===== src/rtl/cpu_pkg.sv =====
// Shared definitions for the MIPS pipeline: fetch FSM encoding, the bubble
// instruction and the opcode/funct values shared with the ID-stage decoder.
package cpu_pkg;

  typedef enum logic [1:0] {
    RUN       = 2'd0,
    MISS      = 2'd1,
    MISS_KILL = 2'd2
  } fetch_state_t;

  // sll $0,$0,0 encodes as all zeros, so a bubble is a real nop
  localparam logic [31:0] NOP_INST = 32'h0000_0000;

  localparam logic [5:0] OP_RTYPE   = 6'h00;
  localparam logic [5:0] OP_J       = 6'h02;
  localparam logic [5:0] OP_JAL     = 6'h03;
  localparam logic [5:0] OP_BEQ     = 6'h04;
  localparam logic [5:0] OP_LW      = 6'h23;
  localparam logic [5:0] OP_SW      = 6'h2B;
  localparam logic [5:0] FUNCT_JR   = 6'h08;
  localparam logic [5:0] FUNCT_JALR = 6'h09;

  // Sign-extended, word-scaled branch displacement
  function automatic logic [31:0] branch_offset(input logic [15:0] imm);
    return {{14{imm[15]}}, imm, 2'b00};
  endfunction

endpackage


===== src/rtl/if_stage_if.sv =====
// Instruction-cache read port between the fetch stage and the I-cache.
interface if_stage_if;
  logic        ren;
  logic [29:0] addr;
  logic        stall;
  logic [31:0] rdata;

  modport master (output ren, output addr, input stall, input rdata);
  modport slave  (input ren, input addr, output stall, output rdata);
endinterface


===== src/rtl/if_stage_npc_sel.sv =====
// Next-PC selection: picks the redirect target from the ID-stage controls,
// otherwise the sequential PC+4. Redirect is raw here; the stall gating
// happens in the fetch stage.
module npc_sel
  import cpu_pkg::*;
(
  input  logic        pc_src,
  input  logic        jump,
  input  logic        jump_r,
  input  logic [31:0] pc,
  input  logic [31:0] ifid_inst,
  input  logic [31:0] ifid_pc4,
  input  logic [31:0] rs_data,
  output logic [31:0] next_pc,
  output logic        redirect
);

  // Opcode bits are decoded elsewhere; only the immediate/index fields matter here
  logic unused_opcode;
  assign unused_opcode = ^ifid_inst[31:26];

  // Priority select: jr/jalr over j/jal over taken branch over sequential
  always_comb begin
    next_pc  = pc + 32'd4;
    redirect = 1'b0;
    if (jump_r) begin
      next_pc  = rs_data;
      redirect = 1'b1;
    end else if (jump) begin
      next_pc  = {ifid_pc4[31:28], ifid_inst[25:0], 2'b00};
      redirect = 1'b1;
    end else if (pc_src) begin
      next_pc  = ifid_pc4 + branch_offset(ifid_inst[15:0]);
      redirect = 1'b1;
    end
  end

endmodule


===== src/rtl/if_stage.sv =====
// Instruction-fetch stage: PC, I-cache request, IF/ID register and the
// miss FSM that parks a redirect target while a miss is outstanding.
module if_stage
  import cpu_pkg::*;
#(
  parameter logic [31:0] RESET_PC = 32'h0000_0000
) (
  input  logic        clk,
  input  logic        rst,
  input  logic        PCSrc,
  input  logic        IF_Flush,
  input  logic        Jump,
  input  logic        JumpR,
  input  logic [31:0] rs_data,
  input  logic        hazard_stall,
  if_stage_if.master  icache,
  output logic [31:0] ifid_inst,
  output logic [31:0] ifid_pc4,
  output logic        ifid_valid,
  output logic        fetch_stall
);

  fetch_state_t state, state_nxt;
  logic [31:0]  pc, pc_nxt;
  logic [31:0]  pend_pc, pend_nxt;
  logic         ren;
  logic [31:0]  inst_q, inst_nxt;
  logic [31:0]  pc4_q, pc4_nxt;
  logic         valid_q, valid_nxt;
  logic [31:0]  next_pc;
  logic         redirect;
  logic         take_redirect;

  npc_sel u_npc_sel (
    .pc_src    (PCSrc),
    .jump      (Jump),
    .jump_r    (JumpR),
    .pc        (pc),
    .ifid_inst (inst_q),
    .ifid_pc4  (pc4_q),
    .rs_data   (rs_data),
    .next_pc   (next_pc),
    .redirect  (redirect)
  );

  assign take_redirect = redirect & ~hazard_stall;
  assign fetch_stall   = icache.stall & ren;
  assign icache.ren    = ren;
  assign icache.addr   = pc[31:2];
  assign ifid_inst     = inst_q;
  assign ifid_pc4      = pc4_q;
  assign ifid_valid    = valid_q;

  // State register, PC, parked target and IF/ID pipeline register
  always_ff @(posedge clk) begin
    if (rst) begin
      state   <= RUN;
      pc      <= RESET_PC;
      pend_pc <= '0;
      ren     <= 1'b0;
      inst_q  <= NOP_INST;
      pc4_q   <= '0;
      valid_q <= 1'b0;
    end else begin
      state   <= state_nxt;
      pc      <= pc_nxt;
      pend_pc <= pend_nxt;
      ren     <= 1'b1;
      inst_q  <= inst_nxt;
      pc4_q   <= pc4_nxt;
      valid_q <= valid_nxt;
    end
  end

  // Next-state, PC and IF/ID update; hazard_stall freezes everything
  always_comb begin
    state_nxt = state;
    pc_nxt    = pc;
    pend_nxt  = pend_pc;
    inst_nxt  = inst_q;
    pc4_nxt   = pc4_q;
    valid_nxt = valid_q;
    if (!hazard_stall) begin
      // Anything that does not accept rdata below leaves a bubble
      inst_nxt  = NOP_INST;
      valid_nxt = 1'b0;
      if (ren) begin
        case (state)
          RUN, MISS: begin
            if (icache.stall) begin
              if (take_redirect) begin
                pend_nxt  = next_pc;
                state_nxt = MISS_KILL;
              end else begin
                state_nxt = MISS;
              end
            end else begin
              pc_nxt    = next_pc;
              state_nxt = RUN;
              if (!IF_Flush && !take_redirect) begin
                inst_nxt  = icache.rdata;
                pc4_nxt   = pc + 32'd4;
                valid_nxt = 1'b1;
              end
            end
          end
          MISS_KILL: begin
            if (icache.stall) begin
              if (take_redirect) pend_nxt = next_pc;
            end else begin
              // A fresh redirect is newer than the parked one
              pc_nxt    = take_redirect ? next_pc : pend_pc;
              state_nxt = RUN;
            end
          end
          default: state_nxt = RUN;
        endcase
      end
    end
  end

endmodule


===== src/flat_wrapper.sv =====
// flat-port wrapper written by rule: the top's interface ports become plain ports
module if_stage_flat import cpu_pkg::*;
#(
  parameter logic [31:0] RESET_PC = 32'h0000_0000
)
  (clk, rst, PCSrc, IF_Flush, Jump, JumpR, rs_data, hazard_stall, ifid_inst, ifid_pc4, ifid_valid, fetch_stall, icache_ren, icache_addr, icache_stall, icache_rdata);
  if_stage_if icache_i ();
  input  logic clk;
  input  logic rst;
  input  logic PCSrc;
  input  logic IF_Flush;
  input  logic Jump;
  input  logic JumpR;
  input  logic [31:0] rs_data;
  input  logic hazard_stall;
  output logic [31:0] ifid_inst;
  output logic [31:0] ifid_pc4;
  output logic ifid_valid;
  output logic fetch_stall;
  output wire logic [$bits(icache_i.ren)-1:0] icache_ren;
  output wire logic [$bits(icache_i.addr)-1:0] icache_addr;
  input wire logic [$bits(icache_i.stall)-1:0] icache_stall;
  input wire logic [$bits(icache_i.rdata)-1:0] icache_rdata;
  assign icache_ren = icache_i.ren;
  assign icache_addr = icache_i.addr;
  assign icache_i.stall = icache_stall;
  assign icache_i.rdata = icache_rdata;
  if_stage #(.RESET_PC(RESET_PC)) u_core (.clk(clk), .rst(rst), .PCSrc(PCSrc), .IF_Flush(IF_Flush), .Jump(Jump), .JumpR(JumpR), .rs_data(rs_data), .hazard_stall(hazard_stall), .icache(icache_i), .ifid_inst(ifid_inst), .ifid_pc4(ifid_pc4), .ifid_valid(ifid_valid), .fetch_stall(fetch_stall));
endmodule

===== config.mk =====
export PLATFORM = sky130hd
export DESIGN_NAME = if_stage_flat
export DESIGN_NICKNAME = d
export VERILOG_FILES = /design/src/rtl/cpu_pkg.sv /design/src/rtl/if_stage_if.sv /design/src/rtl/if_stage_npc_sel.sv /design/src/rtl/if_stage.sv /design/src/flat_wrapper.sv
export SDC_FILE = /design/constraint.sdc
export NUM_CORES = 1
export LEC_CHECK = 0
export ABC_AREA = 1
export BUFFER_PORTS_ARGS = -buffer_cell sky130_fd_sc_hd__buf_4
export CAP_MARGIN = 20
export CORE_MARGIN = 3
export CORE_UTILIZATION = 50
export CTS_CLUSTER_SIZE = 20
export DETAILED_ROUTE_END_ITERATION = 7
export PLACE_DENSITY = 0.72
export REMOVE_ABC_BUFFERS = 1
export SYNTH_ARGS = -nofsm -noshare
export SYNTH_HDL_FRONTEND = slang
export SYNTH_SLANG_ARGS = --single-unit

===== constraint.sdc =====
create_clock -name clk -period 2.83 [get_ports clk]
set_input_delay 0.283 -clock clk [delete_from_list [all_inputs] [get_ports clk]]
set_output_delay 0.283 -clock clk [all_outputs]
set_load 0.005 [all_outputs]

* After elaboration in Yosys (flattened, before gate mapping)
Cells that the tools add are included.
** Storage, ports and cells
- Flip-flop bits (word level) :: 132
- Input port bits :: 72
- Output and inout bits :: 97
- Logic and storage cells :: 51
** Operators by class
- Add/subtract/negate cells :: 2
- Equality and inequality tests :: 4
- Mux-type cells :: 23
- Bitwise operators :: 4
- Reduce and logical (&&, ||, !) cells :: 11
** Operators with widths (number)
- $mux 32 :: 10
- $pmux 32 s2 :: 1
- $add 32x3->32 const B :: 1
- $add 32x32->32 :: 1
- $reduce_and 5->1 :: 2
- $mux 1 :: 8
- $mux 2 :: 3
- $ne 2x2->1 const B :: 2
- $pmux 2 s2 :: 1
- $reduce_and 4->1 :: 1
- $reduce_and 3->1 :: 1
- $reduce_or 3->1 :: 1
- $and 1x1->1 :: 2
- $eq 2x1->1 const B :: 1
- $eq 2x2->1 const B :: 1
- $logic_not 1->1 :: 2
- $logic_not 2->1 :: 1
- $not 1->1 :: 2
- $reduce_bool 2->1 :: 1
- $reduce_or 2->1 :: 1
- $logic_and 1x1->1 :: 1

* Logic depth before layout (Yosys ltp)
Gate-level depths: netlist of run 1.
- Word-level depth :: 10
- Depth in mapped cells :: 18
- Gate-level depth less buffers :: 18

* Cells and area by module
From an unflattened synthesis of run 1, not the netlist that was laid out.
** Second synthesis, totals
- Cell total of the unflattened synthesis :: 1725
- Area total of the unflattened synthesis :: 10222.3 µm²
** By module, submodules not included
- if_stage :: instances 1, cells each 938, area an instance 6437.4 µm², seq. area each 2642.5 µm²
- npc_sel :: instances 1, cells each 787, area an instance 3784.9 µm², seq. area each 0.0 µm²

* Worst setup path after synthesis of run 1
OpenSTA, ideal clock, no wires.
- Path type :: register to register
- Start :: reg u_core.inst_q[15], in the netlist u_core.ifid_inst[15]
- End :: reg u_core.pend_pc[28]
- Setup time :: 0.115 ns
- Arrival :: 2.166 ns
- Required time :: 2.715 ns
- Path slack :: 0.549 ns
- Stages on the path, launching flop included :: 16
- Period minus slack after synthesis :: 2.281 ns
- Cells stage by stage :: dfxtp_1 > ha_1 > a21oi_1 > o21ai_0 > inv_1 > nand2_1 > a21oi_1 > nand2_1 > nand2_1 > nand3_1 > nand2_1 > nand2_1 > nand3_1 > nand2_1 > o21ai_0 > inv_1
** Between the ends
- Longest elaborated chain between the ends :: 5
** RTL lines
- from (decl) :: line if_stage.sv:27 : logic [31:0] inst_q, inst_nxt;
- from (signal assigned) :: line if_stage.sv:69 : inst_q <= inst_nxt;
- $add 32x32->32 :: line if_stage_npc_sel.sv:33 : next_pc = ifid_pc4 + branch_offset(ifid_inst[15:0]);
- $mux 32 :: line if_stage_npc_sel.sv:32 : end else if (pc_src) begin
- $mux 32 :: line if_stage_npc_sel.sv:29 : end else if (jump) begin
- $mux 32 :: line if_stage_npc_sel.sv:26 : if (jump_r) begin
- $mux 32 :: line if_stage.sv:91, if_stage.sv:109
- to (signal assigned) :: line if_stage.sv:67 : pend_pc <= pend_nxt;
- to (decl) :: line if_stage.sv:25 : logic [31:0] pend_pc, pend_nxt;
Every way passes these cells.
A chain may end at the register's enable or synchronous reset.

* Worst setup path after layout of run 1
- Start :: reg u_core.inst_q[3], in the netlist u_core.ifid_inst[3]
- End :: reg u_core.pc[7]
** Between the ends
- Longest elaborated chain between the ends :: 7
** RTL lines
- $add 32x32->32 (*) :: line if_stage_npc_sel.sv:33
- $mux 32 (*) :: line if_stage_npc_sel.sv:32
- $mux 32 (*) :: line if_stage_npc_sel.sv:29
- $mux 32 (*) :: line if_stage_npc_sel.sv:26
- $mux 32
- $mux 32 :: line if_stage.sv:108 : if (icache.stall) begin
- $pmux 32 s2 (*) :: line if_stage.sv:88 : case (state)
- to (signal assigned) :: line if_stage.sv:66 : pc <= pc_nxt;
- to (decl) :: line if_stage.sv:24 : logic [31:0] pc, pc_nxt;
Every way passes the cells marked *; elsewhere a longest branch is shown, timed or not. The select of a mux whose other input is x is not followed.

==> results of run 1 <==
stage by stage:
step                utilization [%]  power, W
floorplan                         -   0.00234
global placement               58.4   0.00269
detailed placement             58.4   0.00270
CTS                            61.5   0.00486
global route                   61.5   0.00503
finish                         61.5   0.00486
area by class of cell:
cell class,count,area [um^2],share of cell area (%)
multi-input combinational,1161,5750,49.6
sequential,132,2640,22.8
timing repair buffer,199,1530,13.2
inverter,204,766,6.61
clock buffer,20,447,3.86
tap,260,325,2.81
clock inverter,12,123,1.06
synthesized netlist by cell type, types with 2 or more instances:
cell type  number  area [um^2]
xor2_1         20          175
o21bai_1        6         45.0
a21oi_1       187          936
a21o_1          2         15.0
o211ai_1       19          143
buf_1           3         11.3
nor2_1        105          394
inv_1         198          743
nor2_4          3         33.8
buf_4          33          248
nand4_2         2         25.0
xnor2_1         5         43.8
or2_1           3         18.8
nand4_1        11         68.8
o21ai_1        38          190
nor3_1          7         35.0
nand3b_1        9         67.6
nand2_2        10         62.6
nor4_1          2         12.5
buf_2          17         85.1
ha_1           30          375
o21ai_0        76          380
nor2_2          5         31.3
and2_1          2         12.5
nand3_1       111          556
nand2_1       467         1750
or2_2          22          138
clkbuf_1       47          176
dfxtp_1       132         2640
a21oi_2         3         26.3
inv_2           6         22.5
nand3_2         2         20.0
nor3_2          7         70.1
state kept, by name, summed over array words and instances (netlist names):
signal             cells
u_core.pend_pc        32
u_core.ifid_inst      32
u_core.ifid_pc4       32
u_core.pc             32
u_core.icache.ren      1
u_core.ifid_valid      1
u_core.state           2
final timing paths:
kind / start / end / slack (ns) / cells after the start
max: u_core.ifid_inst[3]$_SDFFE_PP0N_ / u_core.pc[7]$_SDFFE_PP0P_ / 0.24 / 12
min: icache_rdata[3] / u_core.ifid_inst[3]$_SDFFE_PP0N_ / 0.1 / 3
max reg2reg: u_core.ifid_inst[3]$_SDFFE_PP0N_ / u_core.pc[7]$_SDFFE_PP0P_ / 0.24 / 12
min reg2reg: u_core.ifid_valid$_SDFFE_PP0N_ / u_core.ifid_valid$_SDFFE_PP0N_ / 0.47 / 2
report_power, final:
part	internal (W)	switching, W
Sequential	0.00192	0.0000602
Clock	0.00125	0.000937
Combinational	0.000270	0.000424
kinds of logic (layout without fill, tap and decap cells):
kind of cell	count (synthesis)	count (layout)	share of synthesized area (%)
flip-flops	132	132	27.3
buffers and inverters	305	435	13.4
XOR/XNOR	26	26	2.43
AND/OR/NAND/NOR	770	770	34.5
adder cells (fa/ha/maj)	31	31	4.09
multiplexers	1	1	0.104
AO/OA/AOI/OAI	333	333	18.1
tightest hold or removal path: cells and delay by family:
family | cells | cell delay [ns]
buf+inv | 1 | 0.11
simple gates | 1 | 0.05
compound gates | 1 | 0.05
routing by layer:
| metal | vias up | GRT usage (%) | wire, um |
|---|---|---|---|
| li1 | 5335 | - | - |
| met1 | 4857 | 41.6 | 14600 |
| met2 | 359 | 48.0 | 15000 |
| met3 | 43 | 6.37 | 2450 |
| met4 | 0 | 7.60 | 552 |
| met5 | - | 0 | 0 |
==> results.py, run 1 <==
metrics = {
    "detailed_routing": {
        "via_per_inst": 5.33,
        "drc": 0,
        "postRouteAntennaNets": 0,
        "drt_wl_total_um": 32600,
        "wire_per_inst_um": 16.4,
        "first_pass_iters": 6,
        "vias": 10600,
        "drt_iter0_drc": 987,
    },
    "status": {
        "status": "finished, final reports clean",
    },
    "cts": {
        "cts_buffer_depth": 2,
        "postCtsHoldBufs": 0,
        "root_buffer": "clkbuf_16",
        "cts_tree": "built",
        "postCtsSetupRepairBufs": 0,
        "cts_buffers": 17,
        "htreeDepth": 4,
        "path_clk_slew_ns": 0.06,
        "clk_latency_ns": 0.44,
        "cts_sinks": 132,
        "cts_resized": 0,
    },
    "grt": {
        "grt_pass1_vias": 9626,
        "grt_max_degree": 107,
        "grt_pass1_wl_um": 51400,
        "gr-total-overflow": 0,
        "grtUsageTotal_pct": 30.1,
        "antenna_found_initial": 0,
    },
    "synth": {
        "synthFlopType": "dfxtp_1",
        "ys_warn_count": 0,
        "syn_area_um2": 9660,
        "yosys_register_bits": 132,
        "avgSynthCellArea_um2": 6.05,
        "synth_edf_count": 0,
        "ys_seq_area_share_pct": 27.3,
        "yosysUniqueCellTypes": 41,
        "synthCells": 1598,
        "async_flop_share_pct": 0,
    },
    "timing": {
        "slew_viol_final": 0,
        "fin_hold_ws_ns": 0.0967,
        "tightest_slew_ns": 1.06,
        "min_period_over_period_pct": 91.4,
        "tns_ns": 0,
        "setup_viol": 0,
        "fmaxAchievable_mhz": 387,
        "maxSlewHeadroom_pct": 29.1,
        "finalHoldViolations": 0,
        "rsz0062_at_grt": "false",
        "fin_skew_ns": 0.0122,
        "fin_crit_ns": 2.59,
        "setup_slack_ns": 0.244,
    },
    "die": {
        "dieArea_um2": 21000,
        "die_h_um": 145,
        "die_x_um": 145,
        "core_um2": 18800,
        "io_pins": 169,
        "initial_utilization_pct": 51.3,
        "row_count": 50,
    },
    "placed_design": {
        "pre_cts_slack_ns": 0.291,
        "port_buffers": 168,
        "placedInstanceArea_um2": 11000,
        "dp.cells": 1956,
        "gp_congestion": 0.958,
        "hpwl_um": 24000,
    },
    "worst_setup_path": {
        "critPathMaxStageDelay_ns": 0.39,
        "cp-start-kind": "flop",
        "path_cells": "ha_1 -> nand2_1 -> inv_1 -> a21oi_1 -> nand2_1 -> xor2_1 -> nor2_1 -> o21ai_0 -> o21ai_0 -> o21ai_1 -> o21ai_0 -> a21oi_1",
        "cp_slowest_cell": "o21ai_0",
        "critPathTopFamily": "compound AO/OA/AOI/OAI gates",
        "crit_buf_inv": 1,
        "endpoint_kind": "flop",
        "crit_required_ns": 3.20,
        "crit_type": "reg -> reg",
        "worstPathMaxFanout": 5,
        "cp.arrival_ns": 2.96,
        "critical_path.most_common_cell": "o21ai_0",
    },
    "power": {
        "irDropWorstVdd_v": 0.000432,
        "power.leakage_nw": 5.74,
        "powerDensity_nw_per_um2": 419,
    },
    "min_path": {
        "hp-class": "in -> reg",
    },
    "layout": {
        "fill_cells": 1900,
        "area_delta_synth_final_pct": 19.9,
        "final_cell_count_no_fill": 1988,
        "final_layout_size_suffix_gt1_share_pct": 17.2,
        "antenna_cells": 0,
        "finalNetCount": 1818,
        "layout_commonest_cell": "nand2_1",
        "post-route-cell-area_um2": 11600,
        "final_cell_mix": "467 x nand2_1, 198 x inv_1, 196 x buf_4, 185 x a21oi_1, 132 x dfxtp_1",
    },
    "flow_run": {
        "maxCapViolCount": 0,
    },
}
(Power assumes the default switching activity.)
==> run 2, diff against run 1 <==
--- a/config.mk
+++ b/config.mk
@@ -10,8 +10,9 @@
 export CAP_MARGIN = 20
 export CORE_MARGIN = 3
-export CORE_UTILIZATION = 50
+export CORE_UTILIZATION = 59
+export CTS_BUF_LIST = sky130_fd_sc_hd__clkbuf_2 sky130_fd_sc_hd__clkbuf_4 sky130_fd_sc_hd__clkbuf_8
 export CTS_CLUSTER_SIZE = 20
 export DETAILED_ROUTE_END_ITERATION = 7
-export PLACE_DENSITY = 0.72
+export PLACE_DENSITY = 0.83
 export REMOVE_ABC_BUFFERS = 1
 export SYNTH_ARGS = -nofsm -noshare
==> constraint.sdc (replaced) <==
create_clock -name clk -period 2.83 [get_ports clk]
set_input_delay 0.566 -clock clk [delete_from_list [all_inputs] [get_ports clk]]
set_output_delay 0.566 -clock clk [all_outputs]
set_load 0.005 [all_outputs]
==> run 2 against run 1 <==
Net effect: sequential power is essentially flat; final cell count shrank 2.2%; fmax shrank 2.5%; via count grew 2.9%; clock-buffer cell count shrank 2.
==> results.py, run 2 (synthesis results as in run 1) <==
metrics = {
    "worst_setup_path": {
        "cp_slowest_cell": "dfxtp_1",
        "crit_type": "reg -> reg",
        "r2r_start": "u_core.pc[4]$_SDFFE_PP0P_",
        "reg2regPathDepth": 10,
        "critPathMaxStageDelay_ns": 0.52,
        "rrSetupSlack_ns": 0.18,
        "r2r-end": "u_core.pc[7]$_SDFFE_PP0P_",
        "cp-start-kind": "flop",
        "crit_required_ns": 3.23,
        "cp.arrival_ns": 3.05,
        "path_cells": "nand3_2 -> nor2_2 -> nor2_1 -> nor2_1 -> o21ai_1 -> o21ai_0 -> o21ai_0 -> o21ai_1 -> o21ai_0 -> a21oi_1",
        "endpoint_kind": "flop",
        "critical_path.most_common_cell": "o21ai_0",
        "worstPathMaxFanout": 7,
    },
    "placed_design": {
        "dp.cells": 1913,
        "gp_congestion": 1.01,
        "port_buffers": 168,
        "hpwl_um": 24400,
        "pre_cts_slack_ns": 0.270,
    },
    "timing": {
        "fin_crit_ns": 2.65,
        "maxSlewHeadroom_pct": 65.0,
        "rsz0062_at_grt": "false",
        "tns_ns": 0,
        "setup_viol": 0,
        "finalHoldViolations": 0,
        "fmaxAchievable_mhz": 377,
        "slew_viol_final": 0,
        "tightest_slew_ns": 0.525,
        "setup_slack_ns": 0.177,
        "fin_hold_ws_ns": 0.339,
        "fin_skew_ns": 0.0137,
        "min_period_over_period_pct": 93.7,
    },
    "cts": {
        "htreeDepth": 4,
        "root_buffer": "clkbuf_8",
        "path_clk_slew_ns": 0.09,
        "clk_latency_ns": 0.47,
        "cts_tree": "built",
        "postCtsSetupRepairBufs": 0,
        "cts_buffer_depth": 2,
        "cts_buffers": 17,
        "cts_sinks": 132,
    },
    "grt": {
        "gr-total-overflow": 0,
        "grt_pass1_wl_um": 51500,
        "grtUsageTotal_pct": 36.1,
        "grt_pass1_vias": 9983,
        "antenna_found_initial": 0,
        "grt_max_degree": 74,
    },
    "detailed_routing": {
        "first_pass_iters": 6,
        "drt_iter0_drc": 1035,
        "vias": 10900,
        "via_per_inst": 5.61,
        "drc": 0,
        "drt_wl_total_um": 32600,
        "wire_per_inst_um": 16.8,
        "postRouteAntennaNets": 0,
    },
    "layout": {
        "ff_latch_area_um2": 2640,
        "layout_commonest_cell": "nand2_1",
        "final_cell_count_no_fill": 1944,
        "fill_cells": 1414,
        "final_layout_size_suffix_gt1_share_pct": 17.2,
        "multi_input_area_um2": 5740,
        "area_delta_synth_final_pct": 17.7,
        "finalNetCount": 1819,
        "final_cell_mix": "467 x nand2_1, 198 x inv_1, 195 x buf_4, 186 x a21oi_1, 132 x dfxtp_1",
        "antenna_cells": 0,
    },
    "die": {
        "dieArea_um2": 18000,
        "initial_utilization_pct": 60.6,
        "row_count": 46,
        "die_x_um": 134,
        "io_pins": 169,
        "core_um2": 15900,
        "die_h_um": 134,
    },
    "status": {
        "status": "finished, final reports clean",
    },
    "min_path": {
        "holdPathEnd": "u_core.ifid_inst[31]$_SDFFE_PP0N_",
        "hold_path_depth": 3,
        "hp-start": "icache_rdata[31]",
        "hp-class": "in -> reg",
    },
    "power": {
        "powerDensity_nw_per_um2": 380,
        "power.leakage_nw": 5.67,
        "irDropWorstVdd_v": 0.000691,
        "power_w": 0.00432,
    },
    "flow_run": {
        "maxCapViolCount": 0,
    },
}
-- run 2: how the worst max path moves through the flow --
stage                                          start                              end  slack, ns  depth (start not counted)
detailed placement  u_core.ifid_inst[0]$_SDFFE_PP0N_  u_core.pend_pc[26]$_SDFFE_PP0P_       0.27                         18
global route        u_core.ifid_inst[0]$_SDFFE_PP0N_  u_core.pend_pc[30]$_SDFFE_PP0P_       0.06                         18
floorplan                                      PCSrc  u_core.ifid_pc4[5]$_SDFFE_PP0P_      -1.07                          7
global placement    u_core.ifid_inst[0]$_SDFFE_PP0N_  u_core.pend_pc[26]$_SDFFE_PP0P_       0.40                         18
CTS                 u_core.ifid_inst[0]$_SDFFE_PP0N_  u_core.pend_pc[26]$_SDFFE_PP0P_       0.21                         18
finish                     u_core.pc[4]$_SDFFE_PP0P_        u_core.pc[7]$_SDFFE_PP0P_       0.18                         10
-- run 2: area by class of cell --
| class | count | share of cell area [%] |
|---|---|---|
| Clock buffer | 18 | 2.12 |
| Inverter | 204 | 6.73 |
| Sequential cell | 132 | 23.2 |
| Tap cell | 216 | 2.38 |
| Multi-Input combinational cell | 1161 | 50.5 |
| Clock inverter | 13 | 1.32 |
| Timing Repair Buffer | 200 | 13.7 |
-- run 2: what timing repair did --
item                                    4_1_cts  5_1_grt
resized for setup                             0        2
hold buffers                                  0        0
hold endpoints to repair                      0        0
endpoints found under the setup margin        0        4
-- run 2: critical path: cells and delay by family (launching register included) --
| family | cells | cell delay (ns) |
|---|---|---|
| compound gates | 6 | 1.13 |
| simple gates | 4 | 0.92 |
| flops | 1 | 0.52 |
-- run 2: power by group --
part,internal [W],switching [W],total (W),leakage [nW]
logic,0.000276,0.000427,0.000703,4.41
clock network,0.000800,0.000846,0.00165,0.194
registers,0.00191,0.0000592,0.00197,1.07
total,0.00299,0.00133,0.00432,5.67
-- run 2: routing by layer --
metal	part of all wire [%]	GRT usage [%]	up-vias
li1	-	-	5333
met1	42	49.6	4941
met2	46	57.1	551
met3	8.9	6.11	80
met4	3.1	13.2	0
met5	0	0	-
-- run 2: through the flow --
step	utilization, %	instance area, um^2
2_1_floorplan	-	9130
3_3_place_gp	68.9	11000
3_5_place_dp	68.9	11000
4_1_cts	71.3	11400
5_1_grt	71.3	11400
6_report	71.3	11400
==> run 3, diff against run 2 <==
Settings changed: REMOVE_ABC_BUFFERS 1 to not set.
==> run 3 against run 2 <==
Net effect: final cell count barely moved; clock power rose by 13%; sequential power barely moved; non-clock buffer count did not move; combinational power fell by 0.6%; hold slack improved by 0.0072 ns; setup slack got worse by 0.084 ns; sequential share of layout area fell by 0.099 points; first-iteration DRC count rose by 34%; via count rose by 2.7%; core utilization rose by 0.31 points; sequential cell count did not move; critical endpoint unchanged.
==> results.py, run 3 (synthesis results as in run 1) <==
metrics = {
    "detailed_routing": {
        "drt_iter0_drc": 1386,
        "via_per_inst": 5.76,
        "drt_wl_total_um": 33100,
        "vias": 11200,
        "drc": 0,
        "wire_per_inst_um": 17.0,
        "postRouteAntennaNets": 0,
        "first_pass_iters": 7,
    },
    "timing": {
        "setup_viol": 0,
        "fmaxAchievable_mhz": 365,
        "min_period_over_period_pct": 96.7,
        "fin_skew_ns": 0.0114,
        "maxSlewHeadroom_pct": 32.2,
        "rsz0062_at_grt": "false",
        "finalHoldViolations": 0,
        "tightest_slew_ns": 1.02,
        "fin_hold_ws_ns": 0.346,
        "tns_ns": 0,
        "slew_viol_final": 0,
        "fin_crit_ns": 2.74,
    },
    "cts": {
        "clk_latency_ns": 0.47,
        "cts_buffer_depth": 2,
        "cts_resized": 0,
        "path_clk_slew_ns": 0.09,
        "cts_sinks": 132,
        "htreeDepth": 4,
        "cts_tree": "built",
        "postCtsHoldBufs": 0,
        "cts_buffers": 17,
        "root_buffer": "clkbuf_8",
        "postCtsSetupRepairBufs": 0,
    },
    "power": {
        "powerDensity_nw_per_um2": 397,
        "power.leakage_nw": 5.70,
        "irDropWorstVdd_v": 0.000335,
    },
    "grt": {
        "grt_util_met2_pct": 56.5,
        "use_met3_pct": 5.93,
        "gr-total-overflow": 0,
        "grt_pass1_wl_um": 51500,
        "grtUsageTotal_pct": 36.0,
        "antenna_found_initial": 0,
        "grt_pass1_vias": 9747,
        "grt_use_met1_pct": 50.3,
        "busiest_layer": "met2",
        "grt_max_degree": 53,
    },
    "worst_setup_path": {
        "crit_required_ns": 3.23,
        "critical_path.most_common_cell": "o21ai_0",
        "cp.arrival_ns": 3.14,
        "path_cells": "ha_1 -> nand2_1 -> inv_1 -> nand4_1 -> nand2_2 -> xor2_1 -> nor2_1 -> o21ai_0 -> o21ai_0 -> o21ai_1 -> o21ai_0 -> a21oi_1",
        "critPathMaxStageDelay_ns": 0.45,
        "endpoint_kind": "flop",
        "crit_type": "reg -> reg",
        "cp_slowest_cell": "o21ai_0",
        "worstPathMaxFanout": 5,
        "cp-start-kind": "flop",
    },
    "layout": {
        "antenna_cells": 0,
        "final_layout_size_suffix_gt1_share_pct": 17.5,
        "final_cell_mix": "466 x nand2_1, 198 x inv_1, 197 x buf_4, 183 x a21oi_1, 132 x dfxtp_1",
        "final_util_pct": 71.7,
        "fill_cells": 1404,
        "layout_commonest_cell": "nand2_1",
        "area_delta_synth_final_pct": 18.2,
        "finalNetCount": 1819,
    },
    "die": {
        "dieArea_um2": 18000,
        "die_x_um": 134,
        "io_pins": 169,
        "core_um2": 15900,
        "initial_utilization_pct": 60.6,
        "row_count": 46,
        "die_h_um": 134,
    },
    "status": {
        "status": "finished, final reports clean",
    },
    "placed_design": {
        "gp_congestion": 1.02,
        "hpwl_um": 24700,
        "port_buffers": 168,
    },
    "flow_run": {
        "maxCapViolCount": 0,
    },
    "min_path": {
        "hp-class": "in -> reg",
    },
    "synth": {
        "synthesis.nets": 1701,
    },
}
## run 3: cell count changes in the layout (fill, tap and decap cells not counted), moves of 2 or more
cell,previous run,this run
bufinv_16,2,4
buf_12,5,3
a21oi_1,186,183
a21oi_2,4,7
buf_4,195,197
## run 3: final timing paths
kind,start,to,slack (ns),cells past startpoint
min,icache_rdata[9],u_core.ifid_inst[9]$_SDFFE_PP0N_,0.35,3
max,u_core.ifid_inst[4]$_SDFFE_PP0N_,u_core.pc[7]$_SDFFE_PP0P_,0.09,12
max reg2reg,u_core.ifid_inst[4]$_SDFFE_PP0N_,u_core.pc[7]$_SDFFE_PP0P_,0.09,12
min reg2reg,u_core.ifid_inst[31]$_SDFFE_PP0N_,u_core.ifid_inst[31]$_SDFFE_PP0N_,0.47,2
## run 3: layer usage
| layer | up-vias | wire length (um) |
|---|---|---|
| met4 | 0 | 1310 |
| met2 | 657 | 14800 |
| li1 | 5343 | - |
| met5 | - | 0 |
| met1 | 5087 | 13600 |
| met3 | 116 | 3350 |
## run 3: layout make-up
cell class | count | area (um^2) | share of cell area, %
Clock buffer | 19 | 255 | 2.23
Inverter | 204 | 766 | 6.70
Timing Repair Buffer | 200 | 1540 | 13.5
Clock inverter | 13 | 196 | 1.72
Tap cell | 216 | 270 | 2.37
Multi-Input combinational cell | 1161 | 5750 | 50.4
Sequential cell | 132 | 2640 | 23.1
## run 3: per-stage QoR
stage	cells	instance area [um^2]	setup slack (ns)	total power, W
after floorplan	1598	9660	0.549	0.00242
after global placement	1913	11000	0.376	0.00268
after detailed placement	1913	11000	0.307	0.00269
after CTS	1945	11400	0.275	0.00452
after global routing	1945	11400	0.0122	0.00468
final	1945	11400	0.0927	0.00454
## run 3: power by group
| group | leakage [nW] | internal [W] | switching, W | total, W |
|---|---|---|---|---|
| logic | 4.40 | 0.000270 | 0.000429 | 0.000699 |
| registers | 1.07 | 0.00191 | 0.0000613 | 0.00198 |
| clock network | 0.227 | 0.00101 | 0.000856 | 0.00187 |
## run 3: worst max-delay path: cells and delay by family, from the launching register on
family	cells	cell delay [ns]
AO/OA/AOI/OAI	5	1.15
AND/OR/NAND/NOR	4	0.48
adder cells (fa/ha/maj)	1	0.40
flip-flops	1	0.36
XOR/XNOR	1	0.16
buffers and inverters	1	0.13
